**src/rtl/jtoutrun_adc_pkg.sv**
```systemverilog
// Shared constants and types for the OutRun cabinet ADC emulation.
package jtoutrun_adc_pkg;

  localparam logic [2:0] CH_STEER = 3'd0;
  localparam logic [2:0] CH_GAS   = 3'd1;
  localparam logic [2:0] CH_BRAKE = 3'd2;

  localparam logic [7:0] CENTRE = 8'h80;

  typedef enum logic {IDLE, CONV} adc_state_e;

  function automatic logic [7:0] clamp8(input logic [7:0] v, input logic [7:0] lo,
                                        input logic [7:0] hi);
    if (v < lo) return lo;
    if (v > hi) return hi;
    return v;
  endfunction

endpackage

```
**src/rtl/jtoutrun_adc_if.sv**
```systemverilog
// CPU-side I/O bus of the cabinet ADC: channel write, read strobe and result.
interface jtoutrun_adc_if;
  logic       ch_we;
  logic [2:0] ch_din;
  logic       rd;
  logic [7:0] dout;
  logic       busy;

  modport master (output ch_we, ch_din, rd, input dout, busy);
  modport slave  (input ch_we, ch_din, rd, output dout, busy);
endinterface

```
**src/rtl/jtoutrun_adc_ramp.sv**
```systemverilog
// Frame-rate ramp: steps toward a target by a fixed amount, never overshooting,
// and keeps the result inside [lo, hi].
module jtoutrun_adc_ramp #(
  parameter logic [7:0] INIT = 8'h00
) (
  input  logic       clk,
  input  logic       rst_n,
  input  logic       tick,
  input  logic [7:0] target,
  input  logic [7:0] step,
  input  logic [7:0] lo,
  input  logic [7:0] hi,
  output logic [7:0] value
);

  logic [8:0] up, dn;
  logic [7:0] moved, nxt;

  always_comb begin
    up    = {1'b0, value} + {1'b0, step};
    dn    = {1'b0, value} - {1'b0, step};
    moved = value;
    if (value < target) begin
      moved = (up > {1'b0, target}) ? target : up[7:0];
    end else if (value > target) begin
      // dn[8] is the borrow: stepping would go below zero
      moved = (dn[8] || dn[7:0] < target) ? target : dn[7:0];
    end
    nxt = moved;
    if (moved < lo) nxt = lo;
    if (moved > hi) nxt = hi;
  end

  always_ff @(posedge clk or negedge rst_n) begin
    if (!rst_n) begin
      value <= INIT;
    end else if (tick) begin
      value <= nxt;
    end
  end

endmodule

```
**src/rtl/jtoutrun_adc.sv**
```systemverilog
// OutRun cabinet ADC (ADC0804-style): channel write starts a timed conversion.
// Optional status read port enabled by JTOUTRUN_ADC_STATUS_EN.
module jtoutrun_adc
  import jtoutrun_adc_pkg::*;
#(
  parameter int unsigned CONV_TICKS = 64,
  parameter logic [7:0]  RAMP_STEP  = 8'd8,
  parameter logic [7:0]  STEER_MIN  = 8'h20,
  parameter logic [7:0]  STEER_MAX  = 8'hE0
) (
  input  logic        clk,
  input  logic        rst_n,
  input  logic        cen,
  input  logic        vs,
  input  logic [2:0]  ctrl_type,
  input  logic [7:0]  joystick1,
  input  logic [15:0] joyana1,
  input  logic [15:0] joyana1b,
  jtoutrun_adc_if.slave bus
`ifdef JTOUTRUN_ADC_STATUS_EN
  ,
  input  logic [1:0]  st_addr,
  output logic [7:0]  st_dout
`endif
);

  localparam int unsigned CntW = (CONV_TICKS > 1) ? $clog2(CONV_TICKS) : 1;
  localparam logic [CntW-1:0] CntLoad = CntW'(CONV_TICKS - 1);

  adc_state_e    state_q;
  logic [CntW-1:0] cnt_q;
  logic [2:0]    chan_q;
  logic [7:0]    dout_q;
  logic          busy_q;
  logic          vs_q, tick_q;
  logic [7:0]    steer_ramp, gas_ramp, brake_ramp;
  logic [7:0]    steer_tgt, gas_tgt, brake_tgt;
  logic [7:0]    steer_ana, src;
  logic          analog, left, right;

  // Only the read strobe and unused cabinet bits land here; reads have no side effects.
  logic unused_bits;
  assign unused_bits = ^{bus.rd, joystick1[7:6], joystick1[3:2], joyana1[15:8]};

  assign analog = (ctrl_type != 3'd0);
  assign right  = ~joystick1[0];
  assign left   = ~joystick1[1];

  always_ff @(posedge clk or negedge rst_n) begin
    if (!rst_n) begin
      vs_q   <= 1'b0;
      tick_q <= 1'b0;
    end else begin
      vs_q   <= vs;
      tick_q <= vs & ~vs_q;
    end
  end

  always_comb begin
    steer_tgt = CENTRE;
    if (left && !right) steer_tgt = STEER_MIN;
    if (right && !left) steer_tgt = STEER_MAX;
    gas_tgt   = ~joystick1[4] ? 8'hFF : 8'h00;
    brake_tgt = ~joystick1[5] ? 8'hFF : 8'h00;
  end

  jtoutrun_adc_ramp #(.INIT(CENTRE)) u_steer (
    .clk    (clk),
    .rst_n  (rst_n),
    .tick   (tick_q),
    .target (steer_tgt),
    .step   (RAMP_STEP),
    .lo     (STEER_MIN),
    .hi     (STEER_MAX),
    .value  (steer_ramp)
  );

  jtoutrun_adc_ramp #(.INIT(8'h00)) u_gas (
    .clk    (clk),
    .rst_n  (rst_n),
    .tick   (tick_q),
    .target (gas_tgt),
    .step   (RAMP_STEP),
    .lo     (8'h00),
    .hi     (8'hFF),
    .value  (gas_ramp)
  );

  jtoutrun_adc_ramp #(.INIT(8'h00)) u_brake (
    .clk    (clk),
    .rst_n  (rst_n),
    .tick   (tick_q),
    .target (brake_tgt),
    .step   (RAMP_STEP),
    .lo     (8'h00),
    .hi     (8'hFF),
    .value  (brake_ramp)
  );

  assign steer_ana = clamp8(joyana1[7:0] ^ CENTRE, STEER_MIN, STEER_MAX);

  always_comb begin
    src = 8'h00;
    case (chan_q)
      CH_STEER: src = analog ? steer_ana     : steer_ramp;
      CH_GAS:   src = analog ? joyana1b[7:0] : gas_ramp;
      CH_BRAKE: src = analog ? joyana1b[15:8] : brake_ramp;
      default:  src = 8'h00;
    endcase
  end

  // A channel write always wins, including on the completion cycle.
  always_ff @(posedge clk or negedge rst_n) begin
    if (!rst_n) begin
      state_q <= IDLE;
      cnt_q   <= '0;
      chan_q  <= '0;
      dout_q  <= '0;
      busy_q  <= 1'b0;
    end else if (bus.ch_we) begin
      chan_q  <= bus.ch_din;
      cnt_q   <= CntLoad;
      busy_q  <= 1'b1;
      state_q <= CONV;
    end else begin
      case (state_q)
        IDLE: ;
        CONV: begin
          if (cen) begin
            if (cnt_q == '0) begin
              dout_q  <= src;
              busy_q  <= 1'b0;
              state_q <= IDLE;
            end else begin
              cnt_q <= cnt_q - CntW'(1);
            end
          end
        end
        default: state_q <= IDLE;
      endcase
    end
  end

  assign bus.dout = dout_q;
  assign bus.busy = busy_q;

`ifdef JTOUTRUN_ADC_STATUS_EN
  always_ff @(posedge clk or negedge rst_n) begin
    if (!rst_n) begin
      st_dout <= 8'h00;
    end else begin
      case (st_addr)
        2'd0:    st_dout <= steer_ramp;
        2'd1:    st_dout <= gas_ramp;
        2'd2:    st_dout <= brake_ramp;
        default: st_dout <= {busy_q, 2'b00, state_q, 1'b0, chan_q};
      endcase
    end
  end
`endif

endmodule

```
**src/flat_wrapper.sv**
```systemverilog
// flat-port wrapper written by rule: the top's interface ports become plain ports
module jtoutrun_adc_flat import jtoutrun_adc_pkg::*;
#(
  parameter int unsigned CONV_TICKS = 64,
  parameter logic [7:0]  RAMP_STEP  = 8'd8,
  parameter logic [7:0]  STEER_MIN  = 8'h20,
  parameter logic [7:0]  STEER_MAX  = 8'hE0
)
  (clk, rst_n, cen, vs, ctrl_type, joystick1, joyana1, joyana1b, bus_ch_we, bus_ch_din, bus_rd, bus_dout, bus_busy);
  jtoutrun_adc_if bus_i ();
  input  logic clk;
  input  logic rst_n;
  input  logic cen;
  input  logic vs;
  input  logic [2:0] ctrl_type;
  input  logic [7:0] joystick1;
  input  logic [15:0] joyana1;
  input  logic [15:0] joyana1b;
  input wire logic [$bits(bus_i.ch_we)-1:0] bus_ch_we;
  input wire logic [$bits(bus_i.ch_din)-1:0] bus_ch_din;
  input wire logic [$bits(bus_i.rd)-1:0] bus_rd;
  output wire logic [$bits(bus_i.dout)-1:0] bus_dout;
  output wire logic [$bits(bus_i.busy)-1:0] bus_busy;
  assign bus_i.ch_we = bus_ch_we;
  assign bus_i.ch_din = bus_ch_din;
  assign bus_i.rd = bus_rd;
  assign bus_dout = bus_i.dout;
  assign bus_busy = bus_i.busy;
  jtoutrun_adc #(.CONV_TICKS(CONV_TICKS), .RAMP_STEP(RAMP_STEP), .STEER_MIN(STEER_MIN), .STEER_MAX(STEER_MAX)) u_core (.clk(clk), .rst_n(rst_n), .cen(cen), .vs(vs), .ctrl_type(ctrl_type), .joystick1(joystick1), .joyana1(joyana1), .joyana1b(joyana1b), .bus(bus_i));
endmodule
```
**config.mk**
```make
export PLATFORM = sky130hd
export DESIGN_NAME = jtoutrun_adc_flat
export DESIGN_NICKNAME = d
export VERILOG_FILES = /design/src/rtl/jtoutrun_adc_pkg.sv /design/src/rtl/jtoutrun_adc_if.sv /design/src/rtl/jtoutrun_adc_ramp.sv /design/src/rtl/jtoutrun_adc.sv /design/src/flat_wrapper.sv
export SDC_FILE = /design/constraint.sdc
export NUM_CORES = 1
export LEC_CHECK = 0
export ABC_AREA = 1
export ABC_CLOCK_PERIOD_IN_PS = 2680
export BUFFER_PORTS_ARGS = -buffer_cell sky130_fd_sc_hd__buf_2
export CORE_UTILIZATION = 53
export CTS_CLUSTER_DIAMETER = 40
export DETAILED_ROUTE_END_ITERATION = 6
export GPL_ROUTABILITY_DRIVEN = 0
export PLACE_DENSITY = 0.78
export SLEW_MARGIN = 20
export SYNTH_ARGS = -nofsm -noshare
export SYNTH_HDL_FRONTEND = slang
export SYNTH_SLANG_ARGS = --single-unit
```
**constraint.sdc**
```tcl
create_clock -name clk -period 2.68 [get_ports clk]
set_clock_uncertainty 0.15 [all_clocks]
set_input_delay 0.536 -clock clk [delete_from_list [all_inputs] [get_ports clk]]
set_output_delay 0.536 -clock clk [all_outputs]
set_load 0.005 [all_outputs]
```
Word-level counts from Yosys, hierarchy flattened --
Index checks and enable logic that the tools add are counted.
Cells by class: $add $sub $neg 7, reductions and logical operators 14, eq/ne operators 3, bitwise operators 6, magnitude comparators 20, muxes and demuxes 45
Operators by type and width (count):
- 8-bit 2-to-1 mux | 29
- 8-bit less-than comparator | 6
- 8-bit greater-than comparator (second input constant) | 4
- 8-bit by 4-bit adder with 9-bit output (second input constant) | 3
- 9-bit by 8-bit greater-than comparator with 1-bit output | 3
- 8-bit by 4-bit subtractor with 9-bit output (second input constant) | 3
- 8-bit greater-than comparator | 3
- 6-bit 2-to-1 mux | 4
- 8-bit one-hot mux with 3 select lines | 1
- 8-bit by 1-bit less-than comparator with 1-bit output (second input constant) | 2
- 8-bit by 6-bit less-than comparator with 1-bit output (second input constant) | 2
- 1-bit 2-to-1 mux | 11
- 6-bit zero test | 1
- 3-bit AND reduction | 2
- 2-bit nonzero test | 3
- 6-bit by 1-bit subtractor with 6-bit output (second input constant) | 1
- 1-bit NOT | 5
- 4-bit AND reduction | 1
- 3-bit by 1-bit == test with 1-bit output (second input constant) | 1
- 3-bit by 2-bit == test with 1-bit output (second input constant) | 1
- 3-bit zero test | 1
- 1-bit logical OR | 3
- 3-bit nonzero test | 1
- 1-bit logical AND | 2
- 2 further kinds | 2
Storage, ports and cells: input port bits 52, flip-flop bits (word level) 45, word-level logic and storage cells 105, output and inout bits 9

Longest topological paths before layout --
Gate-level depths: netlist of the first run.
word-level depth 12, depth in mapped cells 20, depth with buffers taken out 20

Cells and area by module --
A second synthesis of the first run with hierarchy kept.
Unflattened totals: cells, all modules 1402, area total of the unflattened synthesis 9101.2 µm²
Modules (own cells, without submodules):
- jtoutrun_adc_ramp at u_core.u_steer | area an instance 2527.4 µm², times used 1, cells an instance 386
- jtoutrun_adc_ramp at u_core.u_gas | area an instance 2503.7 µm², times used 1, cells an instance 385
- jtoutrun_adc_ramp at u_core.u_brake | area an instance 2494.9 µm², times used 1, cells an instance 388
- jtoutrun_adc | area an instance 1575.3 µm², times used 1, cells an instance 243

Least setup slack after synthesis of the first run --
Ideal clock, no wire load.
path type flip-flop to flip-flop, from register u_core.u_steer.value[4], to register u_core.u_steer.value[0], data required time 2.413 ns, cell stages (with the launch flop) 19, data arrival time 2.240 ns, path slack 0.173 ns, setup time 0.117 ns, clock period less this slack 2.507 ns, path through dfrtp_1 inv_1 ha_1 nand2_4 nor2_2 xor2_1 ha_1 a21oi_1 nand2_4 nand2_4 nand2_2 nand3_2 nand2_2 nand2_4 nand2_4 nor2_4 nor2_1 nand2_1 nand2_1
Between the ends: word-level cells in the longest chain between the ends 9
RTL lines:
- start: declaration | line jtoutrun_adc_ramp.sv:13 | output logic [7:0] value
- start signal: assignment | line jtoutrun_adc_ramp.sv:38 | value <= nxt;
- 8-bit by 4-bit subtractor with 9-bit output | line jtoutrun_adc_ramp.sv:21 | dn = {1'b0, value} - {1'b0, step};
- 8-bit less-than comparator | line jtoutrun_adc_ramp.sv:27 | moved = (dn[8] || dn[7:0] < target) ? target : dn[7:0];
- 1-bit logical OR | line jtoutrun_adc_ramp.sv:27
- 8-bit 2-to-1 mux | line jtoutrun_adc_ramp.sv:27
- 8-bit 2-to-1 mux | line jtoutrun_adc_ramp.sv:25 | end else if (value > target) begin
- 8-bit 2-to-1 mux * | line jtoutrun_adc_ramp.sv:23 | if (value < target) begin
- 8-bit by 6-bit less-than comparator with 1-bit output | line jtoutrun_adc_ramp.sv:30 | if (moved < lo) nxt = lo;
- 8-bit 2-to-1 mux | line jtoutrun_adc_ramp.sv:30
- 8-bit 2-to-1 mux * | line jtoutrun_adc_ramp.sv:31 | if (moved > hi) nxt = hi;
Mark *: on every way between the ends. The rest lies on a longest branch, timed or not. A chain may end at the register's enable or synchronous reset.

Worst setup path after layout of the first run --
from register u_core.u_steer.value[4], to register u_core.u_steer.value[1]
Same word-level chain as after synthesis.

==> impl_metrics.json, run 1 <==
{
  "p_leak_nw": 2.55,
  "switching_share": 0.525,
  "fin_nets": 769,
  "holdWs_ns": 0.202,
  "endpoint_kind": "flip-flop",
  "die_w_um": 90.0,
  "htree_num_levels": 2,
  "cts_hold_buffers": 0,
  "dr_total_vias": 4157,
  "drtAntennaViolNets": 0,
  "gr-total-overflow": 0,
  "grt_pass1_wl_mm": 16.6,
  "num-fill-cells": 625,
  "clk_path_buf_depth": 2,
  "report.final.slew_viol_count": 0,
  "outcome": "complete, no violations",
  "placed_area_sq_mm": 0.00457,
  "crit_arrival_ns": 2.64,
  "ir_drop_mv": 0.507,
  "synth_warnings": 0,
  "cts_num_sinks": 41,
  "grt_max_degree": 42,
  "critical-path-slowest-cell": "dfrtp_2",
  "power_density_mw_per_mm2": 1060,
  "setup_violations": 0,
  "fin_area_sq_mm": 0.00497,
  "syn_nets": 690,
  "critPathRequiredTime_ns": 2.71,
  "setup_slack_ns": 0.0707,
  "rows": 31,
  "drt-total-wl_mm": 10.3,
  "drc": 0,
  "cts_buffers": 5,
  "yosys-top-cells-area": "dfrtp_1 (24%), ha_1 (16%), nand2_1 (12%)",
  "syn_area_sq_mm": 0.00410,
  "p_sw_w": 0.00277,
  "grt_antenna_before_repair": 0,
  "cts_root_buf": "clkbuf_8",
  "relSlewSlack": 0.367,
  "p_int_w": 0.00250,
  "core_sq_mm": 0.00737,
  "fin_crit_sh": 0.974,
  "drt_first_pass_iters": 5,
  "cp_common_cell": "nand2_4",
  "vias_per_cell": 5.44,
  "fp.dieH_um": 90.0,
  "crit_path_start_kind": "flip-flop",
  "routedWlPerCell_um": 13.4,
  "drive_gt1_frac": 0.251,
  "n_antenna_cell": 0,
  "grt_pass1_vias": 3815,
  "rsz0062_at_grt": "yes",
  "dieArea_sq_mm": 0.00809,
  "synth_cells": 585,
  "grt_usage": 0.247,
  "initial_utilization": 0.556,
  "slowest_delay_ns": 0.45,
  "layout_commonest_cell": "nand2_1",
  "synth_top_area_share": 0.244,
  "cts_tree": "yes",
  "clkSlewWorstSetupHoldPaths_ns": 0.09,
  "port_buffers": 47,
  "ys_types": 43,
  "layout.cells.most_common_list": "nand2_1 (127), inv_1 (65), nor2_1 (54), ha_1 (47), buf_2 (47)",
  "drt_iter0_drc": 217,
  "holdCritPathClass": "in -> async",
  "ys_seq_area_frac": 0.251,
  "synth_top_area_cell": "dfrtp_1",
  "syn_to_final_growth_pct": 21.1,
  "power_frac_comb": 0.734,
  "path_cells": "inv_2 -> ha_4 -> nand2_4 -> nor2_4 -> xor2_1 -> ha_1 -> a21oi_2 -> nand2_4 -> nand2_4 -> nand2_2 -> nand3_2 -> nand2_2 -> nand2_4 -> nand2_4 -> nor2_4 -> nor2_1 -> nand2_1 -> nand2_1",
  "ys_ff_latch": 41,
  "cap_violations": 0,
  "cp_max_fo": 5,
  "worstSkewPairLatency_ns": 0.30,
  "pre_cts_ws_ns": -0.0668,
  "hpwl_mm": 7.99,
  "finalHoldViolCount": 0,
  "seq_power_share": 0.187,
  "fmax_mhz": 383,
  "worst_pin_slew_ns": 0.942,
  "power_frac_clock": 0.078,
  "min_period_ns": 2.61,
  "ioPinCount": 61,
  "syn_area_per_cell_sq_um": 7.01,
  "worstSetupPathType": "reg -> reg"
}
per-stage QoR:
stage | setup TNS, ns | utilization | total power, W | cells
floorplan | 0 | - | 0.00346 | 585
global placement | -0.0826 | 0.620 | 0.00414 | 742
detailed placement | -0.302 | 0.620 | 0.00428 | 742
CTS | 0 | 0.634 | 0.00472 | 750
global route | -0.563 | 0.674 | 0.00577 | 764
finish | 0 | 0.674 | 0.00526 | 764
routing by layer:
metal	global-route usage	up-vias	share of wire
li1	-	2101	-
met4	0.0578	0	0.013
met1	0.331	1931	0.46
met5	0	-	0
met3	0.0296	12	0.043
met2	0.426	113	0.49
cells in the mapped netlist, drive strengths merged:
| master | instances |
|---|---|
| a211oi | 4 |
| a21boi | 1 |
| a21o | 1 |
| a21oi | 41 |
| a221oi | 1 |
| a22oi | 1 |
| and3 | 1 |
| buf | 3 |
| clkbuf | 5 |
| clkinv | 1 |
| dfrtp | 40 |
| dfstp | 1 |
| ha | 53 |
| inv | 77 |
| nand2 | 147 |
| nand3 | 39 |
| nand3b | 1 |
| nand4 | 16 |
| nor2 | 63 |
| nor3 | 10 |
| o2111ai | 1 |
| o211ai | 2 |
| o21a | 6 |
| o21ai | 44 |
| o21bai | 2 |
| o221ai | 1 |
| o22ai | 1 |
| o311ai | 2 |
| o31ai | 1 |
| or2 | 2 |
| xnor2 | 1 |
| xor2 | 16 |
final timing paths:
kind | to | slack, ns | startpoint | cells after the start
max | u_core.u_steer.value[1] | 0.07 | u_core.u_steer.value[4] | 18
min | u_core.cnt_q[0] | 0.20 | rst_n | 1
max reg2reg | u_core.u_steer.value[1] | 0.07 | u_core.u_steer.value[4] | 18
min reg2reg | u_core.tick_q | 0.25 | u_core.vs_q | 1
max in group asynchronous | async pin | 1.54 | rst_n | 1
min in group clk | u_core.vs_q | 0.20 | vs | 1
power by group through the flow:
stage               clock (W)  combinational (W)  sequential (W)
finish               0.000412            0.00386        0.000987
global route         0.000450            0.00431         0.00101
CTS                  0.000425            0.00333        0.000965
detailed placement          0            0.00331        0.000972
global placement            0            0.00317        0.000970
floorplan                   0            0.00257        0.000895
cell type report:
| type | count | area [sq um] | share of cell area |
|---|---|---|---|
| clock buffers | 5 | 68.8 | 0.0139 |
| clock inverters | 3 | 25.0 | 0.00504 |
| inverters | 78 | 293 | 0.0589 |
| multi-input cells | 458 | 2930 | 0.590 |
| flip-flops and latches | 41 | 1040 | 0.209 |
| well taps | 99 | 124 | 0.0249 |
| repair buffers | 80 | 487 | 0.0980 |
repair_timing:
action	CTS	global route
setup buffers	0	14
pin swaps	0	21
endpoints found under the setup margin	6	17
resized for setup	3	48
logic make-up (layout without fill, tap and decap cells):
kind of cell	Yosys count	count (layout)	share of synthesized area
XOR/XNOR	17	17	0.0363
flip-flops	41	41	0.251
adder cells (fa/ha/maj)	53	53	0.162
AND/OR/NAND/NOR	279	279	0.320
buffers and inverters	86	166	0.0796
AO/OA/AOI/OAI	109	109	0.152
critical path, delay by kind of cell, from the launching register on:
family | cells | cell delay (ns)
buffers and inverters | 1 | 0.09
AND/OR/NAND/NOR | 13 | 0.98
adder cells (fa/ha/maj) | 2 | 0.44
XOR/XNOR | 1 | 0.19
AO/OA/AOI/OAI | 1 | 0.18
flip-flops | 1 | 0.45
Note: power is estimated with default switching activity, not from simulation.
==> inputs of run 2 (changes only) <==
--- a/config.mk
+++ b/config.mk
@@ -7,10 +7,10 @@
 export LEC_CHECK = 0
 export ABC_AREA = 1
 export ABC_CLOCK_PERIOD_IN_PS = 2680
-export BUFFER_PORTS_ARGS = -buffer_cell sky130_fd_sc_hd__buf_2
-export CORE_UTILIZATION = 53
+export CORE_UTILIZATION = 59
 export CTS_CLUSTER_DIAMETER = 40
 export DETAILED_ROUTE_END_ITERATION = 6
+export DONT_BUFFER_PORTS = 1
 export GPL_ROUTABILITY_DRIVEN = 0
 export PLACE_DENSITY = 0.78
 export SLEW_MARGIN = 20
==> run 2 against run 1 <==
Effect of this change:
- critical path type unchanged
- die area fell by 9.9%
- largest power group unchanged
- global-route usage rose by 4.0 points
- sequential power barely moved
- utilization fell by 0.48 points
- combinational power fell by 8.0%
==> impl_metrics.json, run 2 (same netlist as run 1, synthesis figures left out) <==
{
  "outcome": "complete, no violations",
  "cp_max_fo": 6,
  "rows": 30,
  "clkSlewWorstSetupHoldPaths_ns": 0.09,
  "rsz0062_at_grt": "yes",
  "clk_path_buf_depth": 2,
  "drt_first_pass_iters": 5,
  "layout.cells.most_common_list": "nand2_1 (128), inv_1 (68), nor2_1 (52), ha_1 (49), a21oi_1 (39)",
  "endpoint_kind": "flip-flop",
  "instances_no_fill": 687,
  "hpwl_mm": 7.85,
  "multi_input_area_sq_mm": 0.00283,
  "gr-total-overflow": 0,
  "fin_crit_sh": 0.989,
  "cts_root_buf": "clkbuf_8",
  "fin_total_pwr_w": 0.00495,
  "p_sw_w": 0.00262,
  "drt-total-wl_mm": 10.1,
  "slowest_delay_ns": 0.42,
  "grt_pass1_wl_mm": 16.6,
  "fin_area_sq_mm": 0.00452,
  "initial_utilization": 0.607,
  "ioPinCount": 61,
  "critPathRequiredTime_ns": 2.71,
  "regArea_sq_mm": 0.00103,
  "dieArea_sq_mm": 0.00729,
  "switching_share": 0.529,
  "cts_buffers": 5,
  "syn_to_final_growth_pct": 10.3,
  "critical-path-slowest-cell": "dfrtp_1",
  "report.final.slew_viol_count": 0,
  "finalHoldViolCount": 0,
  "num-fill-cells": 603,
  "worstSetupPathType": "reg -> reg",
  "drc": 0,
  "fp.dieH_um": 85.4,
  "cts_num_sinks": 41,
  "dr_total_vias": 3929,
  "crit_path_start_kind": "flip-flop",
  "htree_num_levels": 2,
  "wl_met2_mm": 4.97,
  "seq_power_share": 0.199,
  "grt_antenna_before_repair": 0,
  "cap_violations": 0,
  "grt_max_degree": 42,
  "cts_tree": "yes",
  "reg2reg_slack_ns": 0.03,
  "n_antenna_cell": 0,
  "fin_nets": 711,
  "wl_met1_mm": 4.44,
  "place_inst": 669,
  "p_int_w": 0.00233,
  "drive_gt1_frac": 0.152,
  "placed_area_sq_mm": 0.00426,
  "relSlewSlack": 0.396,
  "fmax_mhz": 377,
  "worst_pin_slew_ns": 0.899,
  "p_leak_nw": 2.29,
  "power_frac_clock": 0.084,
  "grt_usage": 0.287,
  "power_density_mw_per_mm2": 1100,
  "route.met3.wl_um": 536,
  "die_w_um": 85.4,
  "path_cells": "ha_2 -> nand3_2 -> xor2_2 -> inv_2 -> ha_4 -> nand2_2 -> nor2_1 -> nand3_1 -> nand2_2 -> nand2_4 -> nand2_2 -> nand3_2 -> nand2_4 -> nand2_4 -> nor2_4 -> nor2_1 -> nand2_1 -> nand2_1",
  "drt_iter0_drc": 205,
  "crit_family": "simple AND/OR/NAND/NOR gates",
  "grt_pass1_vias": 3652,
  "routedWlPerCell_um": 14.7,
  "setup_violations": 0,
  "port_buffers": 0,
  "layout_commonest_cell": "nand2_1",
  "core_sq_mm": 0.00676,
  "top_layer_used": "met4",
  "critPathBufInv": 1,
  "vias_per_cell": 5.72,
  "drtAntennaViolNets": 0,
  "holdCritPathClass": "in -> reg",
  "power_frac_comb": 0.717,
  "min_period_ns": 2.65,
  "worstSkewPairLatency_ns": 0.29,
  "crit_arrival_ns": 2.68,
  "ir_drop_mv": 0.540
}
==> run 2: power by group through the flow <==
stage	clock, W	sequential, W	combinational [W]
6_report	0.000414	0.000986	0.00355
5_1_grt	0.000454	0.00101	0.00399
4_1_cts	0.000427	0.000974	0.00336
3_5_place_dp	0	0.000981	0.00321
3_3_place_gp	0	0.000973	0.00308
2_1_floorplan	0	0.000895	0.00257
==> run 2: per-layer routing <==
layer,global-route usage,vias up
met4,0.0697,0
li1,-,1977
met3,0.0506,15
met2,0.498,112
met5,0,-
met1,0.374,1825
==> run 2: final cells by class <==
cell class | count | area share
well taps | 80 | 0.0221
clock inverters | 3 | 0.00470
repair buffers | 22 | 0.0398
multi-input cells | 458 | 0.625
clock buffers | 5 | 0.0152
inverters | 78 | 0.0647
flip-flops and latches | 41 | 0.228
==> run 2: repair_timing <==
| item | 4_1_cts | 5_1_grt |
|---|---|---|
| resized for setup | 10 | 15 |
| pin swaps | 8 | 13 |
| setup endpoints to repair | 5 | 17 |
| endpoints found under the hold margin | 41 | 0 |
| setup buffers | 4 | 4 |
| hold buffers | 2 | 0 |
==> run 2: final timing paths <==
check,from,endpoint,cells after the start
worst max register to register,u_core.u_steer.value[4],u_core.u_steer.value[3],18
min in group asynchronous,rst_n,u_core.u_steer.value[2],2
max in group asynchronous,rst_n,u_core.u_steer.value[7],2
worst min register to register,u_core.vs_q,u_core.tick_q,1
worst max-delay path,u_core.u_steer.value[4],u_core.u_steer.value[3],18
worst min-delay path,vs,u_core.vs_q,0
==> run 2: per-stage QoR <==
stage | TNS [ns] | hold slack, ns | util | setup slack, ns
CTS | 0 | 0.101 | 0.659 | 0.00280
global route | -1.30 | 0.0885 | 0.669 | -0.164
detailed placement | -0.267 | 0.0914 | 0.630 | -0.0598
finish | 0 | 0.113 | 0.669 | 0.0306
global placement | 0 | 0.0920 | 0.630 | 0.0109
floorplan | 0 | 0.0904 | - | 0.173
==> inputs of run 3 (changes only) <==
--- a/config.mk
+++ b/config.mk
@@ -12,7 +12,7 @@
 export DETAILED_ROUTE_END_ITERATION = 6
 export DONT_BUFFER_PORTS = 1
 export GPL_ROUTABILITY_DRIVEN = 0
-export PLACE_DENSITY = 0.78
+export PLACE_DENSITY = 0.85
 export SLEW_MARGIN = 20
 export SYNTH_ARGS = -nofsm -noshare
 export SYNTH_HDL_FRONTEND = slang
==> run 3 against run 2 <==
Effect of this change:
- the flow now finishes with violations (setup timing)
- first-iteration DRC count increased by 100%
- sequential power about the same
- highest routed layer unchanged
- register-to-register slack got worse by 0.18 ns
- critical path type unchanged
==> impl_metrics.json, run 3 (same netlist as run 1, synthesis figures left out) <==
{
  "routedWlPerCell_um": 17.6,
  "syn_to_final_growth_pct": 19.2,
  "hold_depth": 0,
  "final_util": 0.724,
  "min_period_ns": 2.83,
  "core_sq_mm": 0.00676,
  "grt_max_degree": 42,
  "die_w_um": 85.4,
  "drt-total-wl_mm": 12.4,
  "cts_root_buf": "clkbuf_8",
  "rows": 30,
  "drt_iter0_drc": 415,
  "drtAntennaViolNets": 0,
  "port_buffers": 0,
  "power_density_mw_per_mm2": 1200,
  "worstSkewPairLatency_ns": 0.31,
  "dr_total_vias": 4444,
  "holdPathEnd": "u_core.vs_q",
  "p_int_w": 0.00273,
  "grt_antenna_before_repair": 2,
  "seq_power_share": 0.173,
  "placed_area_sq_mm": 0.00424,
  "grt_usage": 0.296,
  "violations": "setup timing",
  "power_frac_comb": 0.752,
  "setup_violations": 10,
  "htree_num_levels": 2,
  "fin_nets": 729,
  "hpwl_mm": 7.87,
  "r2r_end": "u_core.u_steer.value[2]",
  "rsz0062_at_grt": "yes",
  "fin_area_sq_mm": 0.00489,
  "ioPinCount": 61,
  "critPathRequiredTime_ns": 2.78,
  "dieArea_sq_mm": 0.00729,
  "holdWs_ns": 0.0942,
  "fin_crit_sh": 1.05,
  "layout_commonest_cell": "nand2_1",
  "clkSlewWorstSetupHoldPaths_ns": 0.09,
  "fp.dieH_um": 85.4,
  "drc": 0,
  "cap_violations": 0,
  "crit_arrival_ns": 2.92,
  "p_leak_nw": 2.40,
  "cp_max_fo": 5,
  "crit_path_start_kind": "flip-flop",
  "worst_pin_slew_ns": 0.972,
  "initial_utilization": 0.607,
  "layout.cells.most_common_list": "nand2_1 (128), inv_1 (64), nor2_1 (51), ha_1 (46)",
  "timing.rr.start": "u_core.u_steer.value[4]",
  "cts_tree": "yes",
  "hold_start": "vs",
  "multi_input_area_sq_mm": 0.00303,
  "grt_pass1_vias": 3782,
  "ir_drop_mv": 0.587,
  "relSlewSlack": 0.347,
  "drive_gt1_frac": 0.224,
  "switching_share": 0.536,
  "holdCritPathClass": "in -> reg",
  "cts_num_sinks": 41,
  "cts_buffers": 5,
  "report.final.slew_viol_count": 0,
  "clk_path_buf_depth": 2,
  "setup_slack_ns": -0.147,
  "vias_per_cell": 6.29,
  "num-fill-cells": 501,
  "drt_first_pass_iters": 5,
  "fin_total_pwr_w": 0.00589,
  "finalHoldViolCount": 0,
  "r2r_cells": 17,
  "grt_pass1_wl_mm": 17.3,
  "outcome": "complete, but fails checks",
  "reg2reg_slack_ns": -0.15,
  "power_frac_clock": 0.075,
  "worstSetupPathType": "reg -> reg",
  "gr-total-overflow": 0,
  "fin_tns_setup_ns": -0.865,
  "regArea_sq_mm": 0.00104,
  "fmax_mhz": 354,
  "p_sw_w": 0.00315,
  "endpoint_kind": "flip-flop"
}
[run 3: changes by cell type in the layout (fill, tap and decap cells not counted), sizes merged]
cell   delta
buf      +18
diode     +2
[run 3: final cells by class]
type	instances	area share
Multi-Input combinational cell	458	0.620
Sequential cell	41	0.212
Timing Repair Buffer	40	0.0660
Inverter	78	0.0604
Tap cell	80	0.0205
Clock buffer	5	0.0141
Clock inverter	3	0.00512
Antenna cell	2	0.00102
[run 3: metrics by stage]
step,instances,worst slack (ns)
floorplan,585,0.173
global placement,667,0.0104
detailed placement,667,-0.0856
CTS,683,-0.00429
global route,707,-0.207
finish,707,-0.147
[run 3: per-layer routing]
layer / vias to the layer above / GRT usage / part of all wire
li1: 2013 / - / -
met1: 2071 / 0.376 / 0.37
met2: 277 / 0.509 / 0.49
met3: 83 / 0.0418 / 0.087
met4: 0 / 0.118 / 0.053
met5: - / 0 / 0
[run 3: what timing repair did]
item,CTS,global route
endpoints found under the setup margin,5,19
pin swaps,10,22
endpoints found under the hold margin,41,0
buffers inserted,6,22
cloned,0,0
hold buffers,2,0
gates resized for setup,12,57
[run 3: worst max-delay path, cell delays in order, from the launching register on]
cell and delay, ns:
dfrtp_2 0.48, inv_2 0.13, ha_4 0.16, nand2_4 0.07
nor2_4 0.09, xor2_1 0.20, ha_1 0.30, a21oi_2 0.20
nand2_4 0.10, nand2_4 0.13, nand3_2 0.08, nand3_1 0.10
nand2_1 0.07, nand2_2 0.14, nor2_4 0.07, nor2_1 0.15
nand2_1 0.08, nand2_1 0.06
[run 3: power by group through the flow]
stage | Clock [W] | Sequential (W) | Combinational, W
5_1_grt | 0.000463 | 0.00103 | 0.00483
4_1_cts | 0.000430 | 0.000961 | 0.00346
3_3_place_gp | 0 | 0.000959 | 0.00307
3_5_place_dp | 0 | 0.000966 | 0.00324
2_1_floorplan | 0 | 0.000895 | 0.00257
6_report | 0.000440 | 0.00102 | 0.00443
[run 3: how the worst max path moves through the flow]
stage	from	endpoint	depth (start not counted)
2_1_floorplan	u_core.u_steer.value[4]	u_core.u_steer.value[0]	18
3_3_place_gp	u_core.u_steer.value[3]	u_core.u_steer.value[4]	18
3_5_place_dp	u_core.u_steer.value[3]	u_core.u_steer.value[4]	18
4_1_cts	u_core.u_steer.value[4]	u_core.u_steer.value[4]	18
5_1_grt	u_core.u_steer.value[4]	u_core.u_steer.value[2]	18
6_report	u_core.u_steer.value[4]	u_core.u_steer.value[2]	17
